--- config.mk ---
export PLATFORM = sky130hd
export DESIGN_NAME = alu_seq_muldiv
export DESIGN_NICKNAME = d
export VERILOG_FILES = /design/src/rtl/alu_pkg.sv /design/src/rtl/alu_seq_core.sv /design/src/rtl/alu_seq_muldiv.sv
export SDC_FILE = /design/constraint.sdc
export NUM_CORES = 1
export LEC_CHECK = 0
export BUFFER_PORTS_ARGS = -buffer_cell sky130_fd_sc_hd__buf_2
export CORE_MARGIN = 4
export CORE_UTILIZATION = 48
export CTS_CLUSTER_SIZE = 24
export DETAILED_ROUTE_END_ITERATION = 8
export GPL_ROUTABILITY_DRIVEN = 0
export PLACE_DENSITY = 0.7
export SLEW_MARGIN = 20
export SYNTH_ARGS = -nofsm -noshare
export SYNTH_HDL_FRONTEND = slang
export SYNTH_HIERARCHICAL = 1
export SYNTH_SLANG_ARGS = --single-unit
--- constraint.sdc ---
create_clock -name clk -period 2.35 [get_ports clk]
set_input_delay 0.47 -clock clk [delete_from_list [all_inputs] [get_ports clk]]
set_output_delay 0.47 -clock clk [all_outputs]
set_load 0.03 [all_outputs]
--- src/rtl/alu_pkg.sv ---
// alu_pkg: shared definitions for the sequential multiply/divide ALU.
//   - Opcode encodings (OP_ADD .. OP_RSVD)
//   - FSM state encoding (ST_IDLE, ST_MUL, ST_DIV, ST_DONE)
//   - clog2 helper for sizing the iteration counter
package alu_pkg;

    localparam logic [2:0] OP_ADD   = 3'b000;
    localparam logic [2:0] OP_SUB   = 3'b001;
    localparam logic [2:0] OP_AND   = 3'b010;
    localparam logic [2:0] OP_OR    = 3'b011;
    localparam logic [2:0] OP_SLT   = 3'b100;
    localparam logic [2:0] OP_MULTU = 3'b101;
    localparam logic [2:0] OP_DIVU  = 3'b110;
    localparam logic [2:0] OP_RSVD  = 3'b111;

    typedef enum logic [1:0] {
        ST_IDLE = 2'd0,
        ST_MUL  = 2'd1,
        ST_DIV  = 2'd2,
        ST_DONE = 2'd3
    } state_e;

    // Number of bits needed to hold values 0 .. v-1.
    function automatic int unsigned clog2(input int unsigned v);
        int unsigned r;
        int unsigned x;
        r = 0;
        x = v - 1;
        while (x > 0) begin
            r = r + 1;
            x = x >> 1;
        end
        return r;
    endfunction

endpackage

--- src/rtl/alu_seq_core.sv ---
// alu_seq_core: combinational add/sub/logic/SLT slice.
// Ports:
//   op       opcode (only ADD/SUB/AND/OR/SLT produce non-zero results)
//   a, b     operands
//   res      slice result
//   cout     adder carry-out, ADD/SUB only (SUB: 1 = no borrow)
//   overflow signed overflow, ADD/SUB only
module alu_seq_core
    import alu_pkg::*;
#(
    parameter int unsigned BUS = 8,
    parameter int unsigned OPW = 3
) (
    input  logic [OPW-1:0] op,
    input  logic [BUS-1:0] a,
    input  logic [BUS-1:0] b,
    output logic [BUS-1:0] res,
    output logic           cout,
    output logic           overflow
);

    logic           sub;
    logic [BUS-1:0] b_eff;
    logic [BUS-1:0] sum;
    logic           carry;
    logic           ovf_raw;

    // SLT reuses the subtractor: a < b (signed) is sign(a-b) xor overflow.
    assign sub   = (op == OP_SUB) || (op == OP_SLT);
    assign b_eff = sub ? ~b : b;
    assign {carry, sum} = {1'b0, a} + {1'b0, b_eff} + {{BUS{1'b0}}, sub};
    assign ovf_raw = (a[BUS-1] == b_eff[BUS-1]) && (sum[BUS-1] != a[BUS-1]);

    always_comb begin
        res      = '0;
        cout     = 1'b0;
        overflow = 1'b0;
        case (op)
            OP_ADD, OP_SUB: begin
                res      = sum;
                cout     = carry;
                overflow = ovf_raw;
            end
            OP_AND:  res = a & b;
            OP_OR:   res = a | b;
            OP_SLT:  res = {{(BUS-1){1'b0}}, sum[BUS-1] ^ ovf_raw};
            default: ;
        endcase
    end

endmodule

--- src/rtl/alu_seq_muldiv.sv ---
// alu_seq_muldiv: multi-cycle EX-stage ALU with start/ready/valid handshake.
// Single-cycle ADD/SUB/AND/OR/SLT, shift-add MULTU and restoring DIVU (BUS cycles each).
// Build option: define ALU_DIV_EN to include the divider; otherwise DIVU acts as the
// reserved opcode and div_by_zero is always 0.
// Ports:
//   clk, rst_n              clock, asynchronous active-low reset
//   start, op, a, b         request; sampled when start & ready
//   ready                   idle, can accept
//   valid                   one-cycle pulse when results/flags update
//   result_lo, result_hi    result/product low/quotient, product high/remainder
//   zero, cout, overflow, negative, div_by_zero   registered flags
module alu_seq_muldiv
    import alu_pkg::*;
#(
    parameter int unsigned BUS = 8,
    parameter int unsigned OPW = 3
) (
    input  logic           clk,
    input  logic           rst_n,
    input  logic           start,
    input  logic [OPW-1:0] op,
    input  logic [BUS-1:0] a,
    input  logic [BUS-1:0] b,
    output logic           ready,
    output logic           valid,
    output logic [BUS-1:0] result_lo,
    output logic [BUS-1:0] result_hi,
    output logic           zero,
    output logic           cout,
    output logic           overflow,
    output logic           negative,
    output logic           div_by_zero
);

    localparam int unsigned CW = clog2(BUS + 1);

    state_e state_q, state_d;

    logic [BUS-1:0]   a_q;
    logic [2*BUS-1:0] p_q, p_d;      // mul: {acc, multiplier}; div: {remainder, dividend/quotient}
    logic [CW-1:0]    cnt_q, cnt_d, cnt_inc;
    logic             accept, last, is_mul, is_divu, is_div, is_dbz;

    logic [BUS-1:0]   core_res;
    logic             core_cout, core_ovf;
    logic [BUS:0]     mul_sum;
    logic [2*BUS-1:0] mul_p;

    logic             load;
    logic [BUS-1:0]   fin_lo, fin_hi;
    logic             fin_cout, fin_ovf, fin_dbz;

    logic [BUS-1:0]   lo_q, hi_q;
    logic             zero_q, cout_q, ovf_q, neg_q, dbz_q;

    alu_seq_core #(
        .BUS (BUS),
        .OPW (OPW)
    ) u_core (
        .op       (op),
        .a        (a),
        .b        (b),
        .res      (core_res),
        .cout     (core_cout),
        .overflow (core_ovf)
    );

    assign accept  = start && (state_q == ST_IDLE);
    assign is_mul  = (op == OP_MULTU);
`ifdef ALU_DIV_EN
    assign is_divu = (op == OP_DIVU);
`else
    assign is_divu = 1'b0;
`endif
    assign is_div  = is_divu && (b != '0);
    assign is_dbz  = is_divu && (b == '0);
    assign last    = (cnt_q == CW'(BUS - 1));
    assign cnt_inc = (cnt_q == CW'(BUS)) ? cnt_q : cnt_q + 1'b1;

    // One shift-add step: add multiplicand if multiplier LSB set, then shift right.
    assign mul_sum = {1'b0, p_q[2*BUS-1:BUS]} + {1'b0, (p_q[0] ? a_q : {BUS{1'b0}})};
    assign mul_p   = {mul_sum, p_q[BUS-1:1]};

`ifdef ALU_DIV_EN
    logic [BUS-1:0]   b_q;
    logic [BUS:0]     div_sh, div_diff;
    logic [2*BUS-1:0] div_p;

    // Restoring step: shift in next dividend bit, subtract if it fits.
    assign div_sh   = {p_q[2*BUS-1:BUS], p_q[BUS-1]};
    assign div_diff = div_sh - {1'b0, b_q};
    assign div_p    = div_diff[BUS] ? {div_sh[BUS-1:0], p_q[BUS-2:0], 1'b0}
                                    : {div_diff[BUS-1:0], p_q[BUS-2:0], 1'b1};
`endif

    // State register
    always_ff @(posedge clk or negedge rst_n) begin
        if (!rst_n) begin
            state_q <= ST_IDLE;
        end else begin
            state_q <= state_d;
        end
    end

    // Next-state logic
    always_comb begin
        state_d = state_q;
        case (state_q)
            ST_IDLE: begin
                if (accept) begin
                    if (is_mul)      state_d = ST_MUL;
                    else if (is_div) state_d = ST_DIV;
                    else             state_d = ST_DONE;
                end
            end
            ST_MUL:  if (last) state_d = ST_DONE;
`ifdef ALU_DIV_EN
            ST_DIV:  if (last) state_d = ST_DONE;
`endif
            ST_DONE: state_d = ST_IDLE;
            default: state_d = ST_IDLE;
        endcase
    end

    // FSM outputs
    always_comb begin
        ready = (state_q == ST_IDLE);
        valid = (state_q == ST_DONE);
    end

    // Datapath next-state and result capture
    always_comb begin
        p_d      = p_q;
        cnt_d    = cnt_q;
        load     = 1'b0;
        fin_lo   = '0;
        fin_hi   = '0;
        fin_cout = 1'b0;
        fin_ovf  = 1'b0;
        fin_dbz  = 1'b0;
        case (state_q)
            ST_IDLE: begin
                if (accept) begin
                    cnt_d = '0;
                    if (is_mul) begin
                        p_d = {{BUS{1'b0}}, b};
                    end else if (is_div) begin
                        p_d = {{BUS{1'b0}}, a};
                    end else if (is_dbz) begin
                        load    = 1'b1;
                        fin_lo  = '1;
                        fin_hi  = a;
                        fin_dbz = 1'b1;
                    end else begin
                        load     = 1'b1;
                        fin_lo   = core_res;
                        fin_cout = core_cout;
                        fin_ovf  = core_ovf;
                    end
                end
            end
            ST_MUL: begin
                p_d   = mul_p;
                cnt_d = cnt_inc;
                if (last) begin
                    load   = 1'b1;
                    fin_lo = mul_p[BUS-1:0];
                    fin_hi = mul_p[2*BUS-1:BUS];
                end
            end
`ifdef ALU_DIV_EN
            ST_DIV: begin
                p_d   = div_p;
                cnt_d = cnt_inc;
                if (last) begin
                    load   = 1'b1;
                    fin_lo = div_p[BUS-1:0];
                    fin_hi = div_p[2*BUS-1:BUS];
                end
            end
`endif
            default: ;
        endcase
    end

    always_ff @(posedge clk or negedge rst_n) begin
        if (!rst_n) begin
            a_q   <= '0;
            p_q   <= '0;
            cnt_q <= '0;
        end else begin
            if (accept) a_q <= a;
            p_q   <= p_d;
            cnt_q <= cnt_d;
        end
    end

`ifdef ALU_DIV_EN
    always_ff @(posedge clk or negedge rst_n) begin
        if (!rst_n) begin
            b_q <= '0;
        end else if (accept) begin
            b_q <= b;
        end
    end
`endif

    // Results only change on the edge that enters DONE, so they hold while busy.
    always_ff @(posedge clk or negedge rst_n) begin
        if (!rst_n) begin
            lo_q   <= '0;
            hi_q   <= '0;
            zero_q <= 1'b0;
            cout_q <= 1'b0;
            ovf_q  <= 1'b0;
            neg_q  <= 1'b0;
            dbz_q  <= 1'b0;
        end else if (load) begin
            lo_q   <= fin_lo;
            hi_q   <= fin_hi;
            zero_q <= (fin_lo == '0);
            cout_q <= fin_cout;
            ovf_q  <= fin_ovf;
            neg_q  <= fin_lo[BUS-1];
            dbz_q  <= fin_dbz;
        end
    end

    assign result_lo   = lo_q;
    assign result_hi   = hi_q;
    assign zero        = zero_q;
    assign cout        = cout_q;
    assign overflow    = ovf_q;
    assign negative    = neg_q;
    assign div_by_zero = dbz_q;

endmodule

# --- After elaboration in Yosys (flattened, before gate mapping) ---
# Cells that the tools add are included.
totals:
  regBits: 50
  latchBits: 0
  mem_bits_rw: 0
  rom_bits: 0
  input_bits: 22
  output_inout_bits: 23
  elab_cells: 75
  mem_count: 0
classes:
  n_addsub: 4
  n_mul: 0
  n_div: 0
  order_cmp: 0
  n_eq_ne: 15
  shift: 0
  mux: 31
  bitwise_logic: 4
  n_reduce_logical: 11
op_table:
  columns: ["operator", "count"]
  rows:
  - ["8-bit 2-to-1 mux", 7]
  - ["16-bit 2-to-1 mux", 2]
  - ["16-bit one-hot mux with 2 select lines", 1]
  - ["8-bit one-hot mux with 4 select lines", 1]
  - ["8-bit by 8-bit adder with 9-bit output", 2]
  - ["8-bit one-hot mux with 2 select lines", 1]
  - ["1-bit 2-to-1 mux", 11]
  - ["9-bit by 1-bit adder with 9-bit output", 1]
  - ["8-bit bitwise AND", 1]
  - ["8-bit zero test", 1]
  - ["4-bit 2-to-1 mux", 2]
  - ["8-bit NOT", 1]
  - ["8-bit bitwise OR", 1]
  - ["4-bit one-hot mux with 2 select lines", 1]
  - ["3-bit by 2-bit == test with 1-bit output (second input constant)", 2]
  - ["3-bit == test (second input constant)", 2]
  - ["2-bit 2-to-1 mux", 3]
  - ["3-bit AND reduction", 2]
  - ["4-bit by 1-bit adder with 4-bit output (second input constant)", 1]
  - ["4-bit by 3-bit == test with 1-bit output (second input constant)", 1]
  - ["4-bit == test (second input constant)", 1]
  - ["2-bit by 1-bit != test with 1-bit output (second input constant)", 2]
  - ["2-bit != test (second input constant)", 2]
  - ["2-bit one-hot mux with 2 select lines", 1]
  - ["14 further kinds", 15]

# --- Logic depth before layout (Yosys ltp) ---
# Gate-level depths: netlist of run 1.
logic_depth:
  ltp_word: 13
  ltp_mapped: 14
  ltp_nobuf: 13

# --- Modules after synthesis ---
# The synthesis of run 1 kept the hierarchy.
modules_own_cells:
  columns: ["mod", "n_inst", "cells_each", "area_per_inst_um2", "seq_area_each_um2"]
  rows:
  - ["alu_seq_muldiv", 1, 232, 2443.6, 1226.2]
  - ["alu_seq_core", 1, 106, 752.0, 0.0]

# --- Least setup slack after synthesis of run 1 ---
# No wires, ideal clock.
synth_path:
  path_kind: "input to register"
  from: "in op[2]"
  to: "reg zero_q (netlist: zero)"
  setup_time_ps: 87
  arrival_ps: 2973
  t_required_ps: 2263
  slack_ps: -710
  stages: 13
  n_path_buf: 1
  cell_sequence: "buf_4 -> xnor2_2 -> nor2_2 -> xor2_1 -> ha_1 -> nand2_1 -> o21ai_0 -> o21bai_1 -> nand4_1 -> or3b_1 -> nor4_1 -> nand2_1 -> a211oi_2"
synth_via:
  elab_cells_between_ends: 23
  classes_between: "2 x add/sub; 7 x eq/ne; 8 x mux; 1 x bitwise; 5 x reduce/logical"
synth_rtl:
  columns: ["element", "line", "text"]
  rows:
  - ["start: declaration", "alu_seq_muldiv.sv:21", "input logic [OPW-1:0] op,"]
  - ["3-bit by 1-bit == test with 1-bit output / 3-bit == test (equally long branches)", "alu_seq_core.sv:29, alu_seq_core.sv:38", null]
  - ["1-bit logical OR", "alu_seq_core.sv:29", "assign sub = (op == OP_SUB) || (op == OP_SLT);"]
  - ["8-bit 2-to-1 mux", "alu_seq_core.sv:30", "assign b_eff = sub ? ~b : b;"]
  - ["8-bit by 8-bit adder with 9-bit output", "alu_seq_core.sv:31", "assign {carry, sum} = {1'b0, a} + {1'b0, b_eff} + {{BUS{1'b0}}, sub};"]
  - ["9-bit by 1-bit adder with 9-bit output", "alu_seq_core.sv:31", null]
  - ["8-bit one-hot mux with 4 select lines (*)", "alu_seq_core.sv:38", "case (op)"]
  - ["net core_res[5]", "alu_seq_muldiv.sv:44", "logic [BUS-1:0] core_res;"]
  - ["8-bit 2-to-1 mux (*)", "alu_seq_muldiv.sv:145", "if (is_mul) begin"]
  - ["8-bit 2-to-1 mux (*)", "alu_seq_muldiv.sv:143", "if (accept) begin"]
  - ["8-bit one-hot mux with 2 select lines (*)", "alu_seq_muldiv.sv:141", "case (state_q)"]
  - ["8-bit zero test (*)", "alu_seq_muldiv.sv:221", "zero_q <= (fin_lo == '0);"]
  - ["end signal: assignment", "alu_seq_muldiv.sv:221", null]
  - ["end: declaration", "alu_seq_muldiv.sv:54", "logic zero_q, cout_q, ovf_q, neg_q, dbz_q;"]
# The timed path passes the listed nets; every way through them passes the cells marked *.
# A chain may end at the register's enable or synchronous reset.

# --- Worst setup path after layout of run 1 ---
layout_path:
  from: "in op[0]"
  to: "reg zero_q (netlist: zero)"
# The elaborated chain is that of the path after synthesis.

==> results of run 1 <==
-- per-layer routing --
metal	part of all wire [%]	vias to the layer above
met3	5.4	13
li1	-	1399
met1	46	1399
met5	0	-
met2	47	93
met4	1.7	0
-- worst max-delay path: cells and delay by family --
| family | cells | cell delay (ns) |
|---|---|---|
| AOI/OAI and AO/OA | 2 | 0.35 |
| xor gates and xnor gates | 2 | 0.36 |
| adders and majority gates | 1 | 0.29 |
| and+or+nand+nor | 6 | 1.15 |
| buffers and inverters | 2 | 0.27 |
-- state kept, by name, indices dropped and copies added, names as in the netlist --
register	cells
p_q	16
overflow	1
state_q	2
cnt_q	4
zero	1
cout	1
a_q	8
result_lo	8
result_hi	8
-- Yosys cell counts, drive strengths merged (4+ instances only) --
library cell  number  area (sq um)
inv               10          37.5
nand3              4          20.0
dfrtp             49          1230
mux2               8          90.1
and2              10          65.1
a31oi             10          62.6
nor4               5          46.3
a21oi             17          88.8
buf               11          77.6
xnor2              4          42.6
xor2              10          87.6
a22oi              9          67.6
maj3               5          50.1
a22o              15           131
nor2b              6          37.5
nand2             53           199
nor2              23          96.4
ha                22           275
o21ai             18          90.1
-- power breakdown --
group	internal [uW]	total (uW)	switching, uW
registers	1250	1560	312
clock network	207	483	276
logic	1290	2950	1660
total	2750	4990	2240
-- kinds of logic (layout without fill, tap and decap cells) --
family | after synthesis | in the layout | synth area share, %
mux | 9 | 9 | 3.13
other cells | 1 | 1 | 0.117
fa+ha+maj | 29 | 29 | 11.4
xor+xnor | 14 | 14 | 4.07
buf+inv | 25 | 122 | 4.11
compound gates | 89 | 89 | 18.9
flops | 49 | 49 | 38.4
simple gates | 122 | 122 | 19.9
-- area by class of cell --
type	instances	area, sq um	area share, %
clock buffer	6	72.6	1.71
clock inverter	2	10.0	0.236
inverter	11	45.0	1.06
multi-input combinational	264	2100	49.3
sequential	49	1230	28.8
tap	77	96.3	2.27
timing repair buffer	103	704	16.6
-- path summary, 6_finish.rpt --
kind                                          startpoint                       end  slack (ns)  cells after the start
worst max-delay path                               op[0]          zero$_DFFE_PN0P_       -0.33                     13
worst min-delay path                               rst_n    state_q[0]$_DFFE_PN0P_        0.24                      2
worst max register to register        a_q[0]$_DFFE_PN0N_       p_q[15]$_DFFE_PN0P_        0.17                      8
worst min register to register  result_lo[0]$_DFFE_PN0P_  result_lo[0]$_DFFE_PN0P_        0.46                      2
max in group asynchronous                          rst_n        p_q[8]$_DFFE_PN0P_        1.67                      2
min in group clk                result_lo[0]$_DFFE_PN0P_  result_lo[0]$_DFFE_PN0P_        0.46                      2
-- through the flow --
| stage | instances | worst slack (ns) | hold slack (ns) |
|---|---|---|---|
| floorplan | 338 | -0.473 | 0.174 |
| global placement | 493 | -0.509 | 0.449 |
| CTS | 504 | -0.194 | 0.274 |
| global route | 512 | -0.426 | 0.317 |
| finish | 512 | -0.326 | 0.243 |
| detailed placement | 493 | -0.602 | 0.456 |
-- what timing repair did --
item | 4_1_cts | 5_1_grt
resized for setup | 23 | 34
pin swaps | 12 | 14
setup endpoints to repair | 9 | 13
buffers inserted | 4 | 10
==> key figures, run 1 <==
Floorplanning
  – Die area: approximately 8000 sq um
  – Die Wd: about 90 microns
  – # rows: 29
  – Die Ht: between 80 and 90 microns
  – Core area: between 6000 and 7000 sq um
  – Initial Util: between 40% and 50%
  – # IOs: 45

Synth
  – Syn nets: 384
  – Top FF cell, synth: dfrtp_1
  – Post-synth EDFFs: 0
  – Syn Std Cell Area: around 3200 sq um
  – Synthesis-stage register bit count: 49
  – Yosys warns: 6
  – Mapped Cells: 338
  – Post-synthesis sequential area ratio: about two fifths
  – Post-synth cell types: 62
  – Synth async-reset ratio: between 90% and 100%
  – Syn_area_per_cell: roughly 9.5 sq um

Finish
  – Final instance area: 4250 sq um
  – Layout cells sized above 1: roughly two fifths
  – Layout fillers: 501
  – Area grow syn2layout: 33.0%
  – Diode count: 0
  – Final nets: 480
  – Most common cell after layout, fill and taps aside: buf_4
  – Final core utilization: about two thirds
  – Most frequent cells in the layout: 54 x buf_4, 51 x nand2_1, 49 x dfrtp_1

STA
  – Fin crit period: between 2 and 3 ns
  – Final Skew: between 0.01 and 0.015 ns
  – RSZ-0062 raised after global routing: true
  – Final Max Tran Viols: 0
  – Fmax: about 370 MHz
  – Slew HR: between 50 and 60%
  – Setup TNS: -1.16 ns
  – Final hold vios: 0
  – Tcrit/Tclk final: 114%
  – Final WS setup: -0.326 ns
  – Worst-Margin Slew: 0.626 ns
  – Final setup violation count: 8

Clock tree
  – CTS max path bufs: 2
  – Num Clock Sinks: 49
  – CTS tree: built
  – Maximum level of the CTS H-tree: 2
  – Clock transition at the registers of the reported paths: 0.09 ns
  – Clk_lat worst skew: ~0.31 ns
  – CTS Buf Count: 5
  – Hold-fix buffers, CTS: 0
  – Root Buffer: clkbuf_8

Routing
  – Drt total wl: 8500 microns
  – DRC Markers: 0
  – Antenna-violating nets left: 0
  – Starting DRT DRC Count: 212
  – DRT Pass-1 Iters: 6
  – DR WL/cell: roughly 17 microns
  – Via density per instance: ~5.7
  – Via count: 2,904

GRT
  – Largest net degree at the start of global routing: 50
  – Vias in the first global route: roughly 2.7k
  – GRT Total Usage: between 20% and 30%
  – Met3 Track Usage GR: ~2.6%
  – Met1 usage: 30.1%
  – Top Usage Layer GRT: met2
  – First-pass GRT wire length: 13,200 microns
  – GR Layer Usage met2: between 30% and 40%
  – Antenna violations before repair: 0
  – Total grt overflow: 0

Outcome
  – Status: finished, violations left
  – Failing checks: negative setup slack

Critical path
  – Worst Setup End Kind: flop
  – Critical Path, Cell by Cell: buf_8, xnor2_4, nor2_4, buf_6, xor2_2, ha_1, nand2_1, o21bai_1, nor3_1, or3b_4, nor4_2, nand2_1, a211oi_2
  – Setup CP Type: in2reg
  – Crit-path max cell delay: roughly 0.42 ns
  – Cell mode on critical path: nand2_1
  – Crit-path slowest cell: or3b_4
  – Startpoint Class: primary input
  – WP data arrival: a little under 3 ns
  – WP data required: 2.57 ns
  – Crit path max fanout: 4

Power and ir drop
  – Leak: approximately 0.0020 uW
  – Power Total: 4990 uW
  – Pwr Density: around 1200 nW/um^2
  – Peak VDD IR: around 460 uV

Run
  – Max cap viols: 0

Placed design
  – Dpl hpwl: about 6000 microns
  – Buffers added on ports: 43
  – Post-DP Area: between 3000 and 4000 sq um

Min path
  – Hold crit path type: in2async
Note: power is estimated with default switching activity, not from simulation.
==> inputs of run 2 (changes only) <==
--- a/config.mk
+++ b/config.mk
@@ -11,7 +11,7 @@
 export CTS_CLUSTER_SIZE = 24
 export DETAILED_ROUTE_END_ITERATION = 8
 export GPL_ROUTABILITY_DRIVEN = 0
-export PLACE_DENSITY = 0.7
+export PLACE_DENSITY = 0.69
 export SLEW_MARGIN = 20
 export SYNTH_ARGS = -nofsm -noshare
 export SYNTH_HDL_FRONTEND = slang
==> constraint.sdc (replaced) <==
create_clock -name clk -period 2.85 [get_ports clk]
set_input_delay 0.57 -clock clk [delete_from_list [all_inputs] [get_ports clk]]
set_output_delay 0.57 -clock clk [all_outputs]
set_load 0.03 [all_outputs]
==> run 2 against run 1 <==
The flow now finishes without violations. Clock skew is 0.0052 ns lower. Sequential share of layout area is 3.3 points higher. Sequential cell count stayed put. Clock power is 16% lower. Critical endpoint unchanged. Largest power group unchanged.
==> key figures, run 2 (synthesis gave the netlist of run 1 again) <==
Placed design
  – Placed cell count: 476 (was 493)
  – Buffers added on ports: 43 (unchanged)
  – Dpl hpwl: 5960 microns (was 6030 microns)

Power and ir drop
  – Pwr Density: 1020 nW/um^2 (was 1170 nW/um^2)
  – Peak VDD IR: 358 uV (was 460 uV)
  – Leak: 0.00184 uW (was 0.00204 uW)
  – Power Total: 3910 uW (was 4990 uW)

Clock tree
  – Root Buffer: clkbuf_8 (unchanged)
  – CTS tree: built (unchanged)
  – CTS max path bufs: 2 (unchanged)
  – CTS Buf Count: 5 (unchanged)
  – Maximum level of the CTS H-tree: 2 (unchanged)
  – Hold-fix buffers, CTS: 0 (unchanged)
  – Clk_lat worst skew: 0.31 ns (about the same)
  – Clock transition at the registers of the reported paths: 0.09 ns (about the same)
  – Num Clock Sinks: 49 (unchanged)

Routing
  – DR WL/cell: 16.0 microns (was 16.6 microns)
  – Via count: 2,740 (was 2,904)
  – Met3 WL: 323 microns (was 463 microns)
  – DRC Markers: 0 (unchanged)
  – Starting DRT DRC Count: 160 (was 212)
  – Met2 WL: 3460 microns (was 4020 microns)
  – Via density per instance: 5.66 (was 5.67)
  – DRT Pass-1 Iters: 4 (was 6)
  – Wl on met1: 3760 microns (was 3880 microns)
  – Top Layer Used: met4 (unchanged)
  – Drt total wl: 7730 microns (was 8500 microns)
  – Antenna-violating nets left: 0 (unchanged)

STA
  – Slew HR: 54.8% (was 58.3%)
  – Final setup violation count: 0 (was 8)
  – Fin crit period: 2.72 ns
  – Final Skew: 0.00665 ns (was 0.0118 ns)
  – WHS: 0.243 ns (about the same)
  – Tcrit/Tclk final: 95.5%
  – Final Max Tran Viols: 0 (unchanged)
  – Final hold vios: 0 (unchanged)
  – RSZ-0062 raised after global routing: true (unchanged)
  – Fmax: about 370 MHz
  – Worst-Margin Slew: 0.679 ns (was 0.626 ns)
  – Setup TNS: 0 ns (was -1.16 ns)

Critical path
  – Crit path max fanout: 4 (unchanged)
  – Worst Setup End Kind: flop (unchanged)
  – Critical Path, Cell by Cell: buf_2, xnor2_4, nor2_4, xor2_2, ha_1, a21oi_2, o21ai_2, o21bai_1, nor3_1, or3b_1, nor4_2, nand2_1, a211oi_2 (was buf_8, xnor2_4, nor2_4, buf_6, xor2_2, ha_1, nand2_1, o21bai_1, nor3_1, or3b_4, nor4_2, nand2_1, a211oi_2)
  – Startpoint Class: primary input (unchanged)
  – Buf/Inv on CP: 1 (was 2)
  – Crit-path slowest cell: or3b_1 (was or3b_4)
  – WP data required: 3.08 ns (was 2.57 ns)
  – Crit-path max cell delay: 0.43 ns (was 0.42 ns)
  – WP data arrival: 2.95 ns (was 2.90 ns)
  – Top Family by Delay on Critical Path: simple AND/OR/NAND/NOR gates (unchanged)
  – Setup CP Type: in2reg (unchanged)

Floorplanning
  – Die Ht: 89.6 microns (unchanged)
  – # IOs: 45 (unchanged)
  – # rows: 29 (unchanged)
  – Initial Util: 49.8% (unchanged)
  – Core area: 6420 sq um (unchanged)
  – Die Wd: 89.6 microns (unchanged)
  – Die area: 8030 sq um (unchanged)

Finish
  – Max reg flops: 16 (unchanged)
  – Biggest register: p_q (unchanged)
  – Finished Layout Cells: 484 (was 512)
  – Diode count: 0 (unchanged)
  – Final core utilization: 59.4% (was 66.2%)
  – Most frequent cells in the layout: 52 x nand2_1, 49 x dfrtp_1, 43 x buf_2 (was 54 x buf_4, 51 x nand2_1, 49 x dfrtp_1)
  – Most common cell after layout, fill and taps aside: nand2_1 (was buf_4)
  – Final nets: 452 (was 480)
  – Layout cells sized above 1: 27.3% (was 39.1%)
  – Reg area: 1230 sq um (unchanged)
  – Layout fillers: 557 (was 501)
  – Area grow syn2layout: 19.4% (was 33.0%)
  – Area occupied by multi-input gates: 1910 sq um (was 2100 sq um)

GRT
  – Largest net degree at the start of global routing: 26 (was 50)
  – Vias in the first global route: 2,511 (was 2,746)
  – Antenna violations before repair: 0 (unchanged)
  – Total grt overflow: 0 (unchanged)
  – GRT Total Usage: 19.7% (was 21.1%)
  – First-pass GRT wire length: 12,200 microns (was 13,200 microns)

Min path
  – Hold crit path type: in2async (unchanged)

Run
  – Max cap viols: 0 (unchanged)

Outcome
  – Status: complete, no violations (was finished, violations left)
-- run 2: final timing paths --
kind,startpoint,to,slack [ns],cells past startpoint
min,rst_n,cnt_q[0]$_DFFE_PN0P_,0.24,1
max,op[0],zero$_DFFE_PN0P_,0.13,13
min in group clk,result_lo[0]$_DFFE_PN0P_,result_lo[0]$_DFFE_PN0P_,0.47,2
max reg2reg,p_q[0]$_DFFE_PN0P_,p_q[15]$_DFFE_PN0P_,0.48,8
max in group asynchronous,rst_n,result_lo[5]$_DFFE_PN0P_,1.99,2
min reg2reg,result_lo[0]$_DFFE_PN0P_,result_lo[0]$_DFFE_PN0P_,0.47,2
-- run 2: final cells by class --
| cell class | instances | share of cell area [%] |
|---|---|---|
| clock inverter | 1 | 0.197 |
| clock buffer | 7 | 2.00 |
| timing repair buffer | 75 | 12.0 |
| inverter | 11 | 1.12 |
| sequential | 49 | 32.1 |
| multi-input combinational | 264 | 50.0 |
| tap | 77 | 2.53 |
-- run 2: per-stage QoR --
stage | cell area, sq um | setup slack, ns
after floorplan | 3230 | -0.0804
after global placement | 3690 | -0.131
after detailed placement | 3690 | -0.240
after CTS | 3770 | 0.0799
after global routing | 3810 | -0.0374
final | 3810 | 0.130
-- run 2: metal layers --
layer | global-route usage, % | up-vias
met1 | 29.0 | 1308
met5 | 0 | -
met2 | 29.1 | 73
met4 | 7.85 | 0
met3 | 3.01 | 14
li1 | - | 1345
-- run 2: what timing repair did --
item,in CTS,in global routing
resized for setup,0,9
setup buffers,0,0
setup endpoints to repair,0,5
-- run 2: power by group --
part / internal [uW] / switching, uW / leakage (uW)
registers: 1030 / 259 / 0.000605
logic: 933 / 1280 / 0.00120
clock network: 174 / 232 / 0.0000385
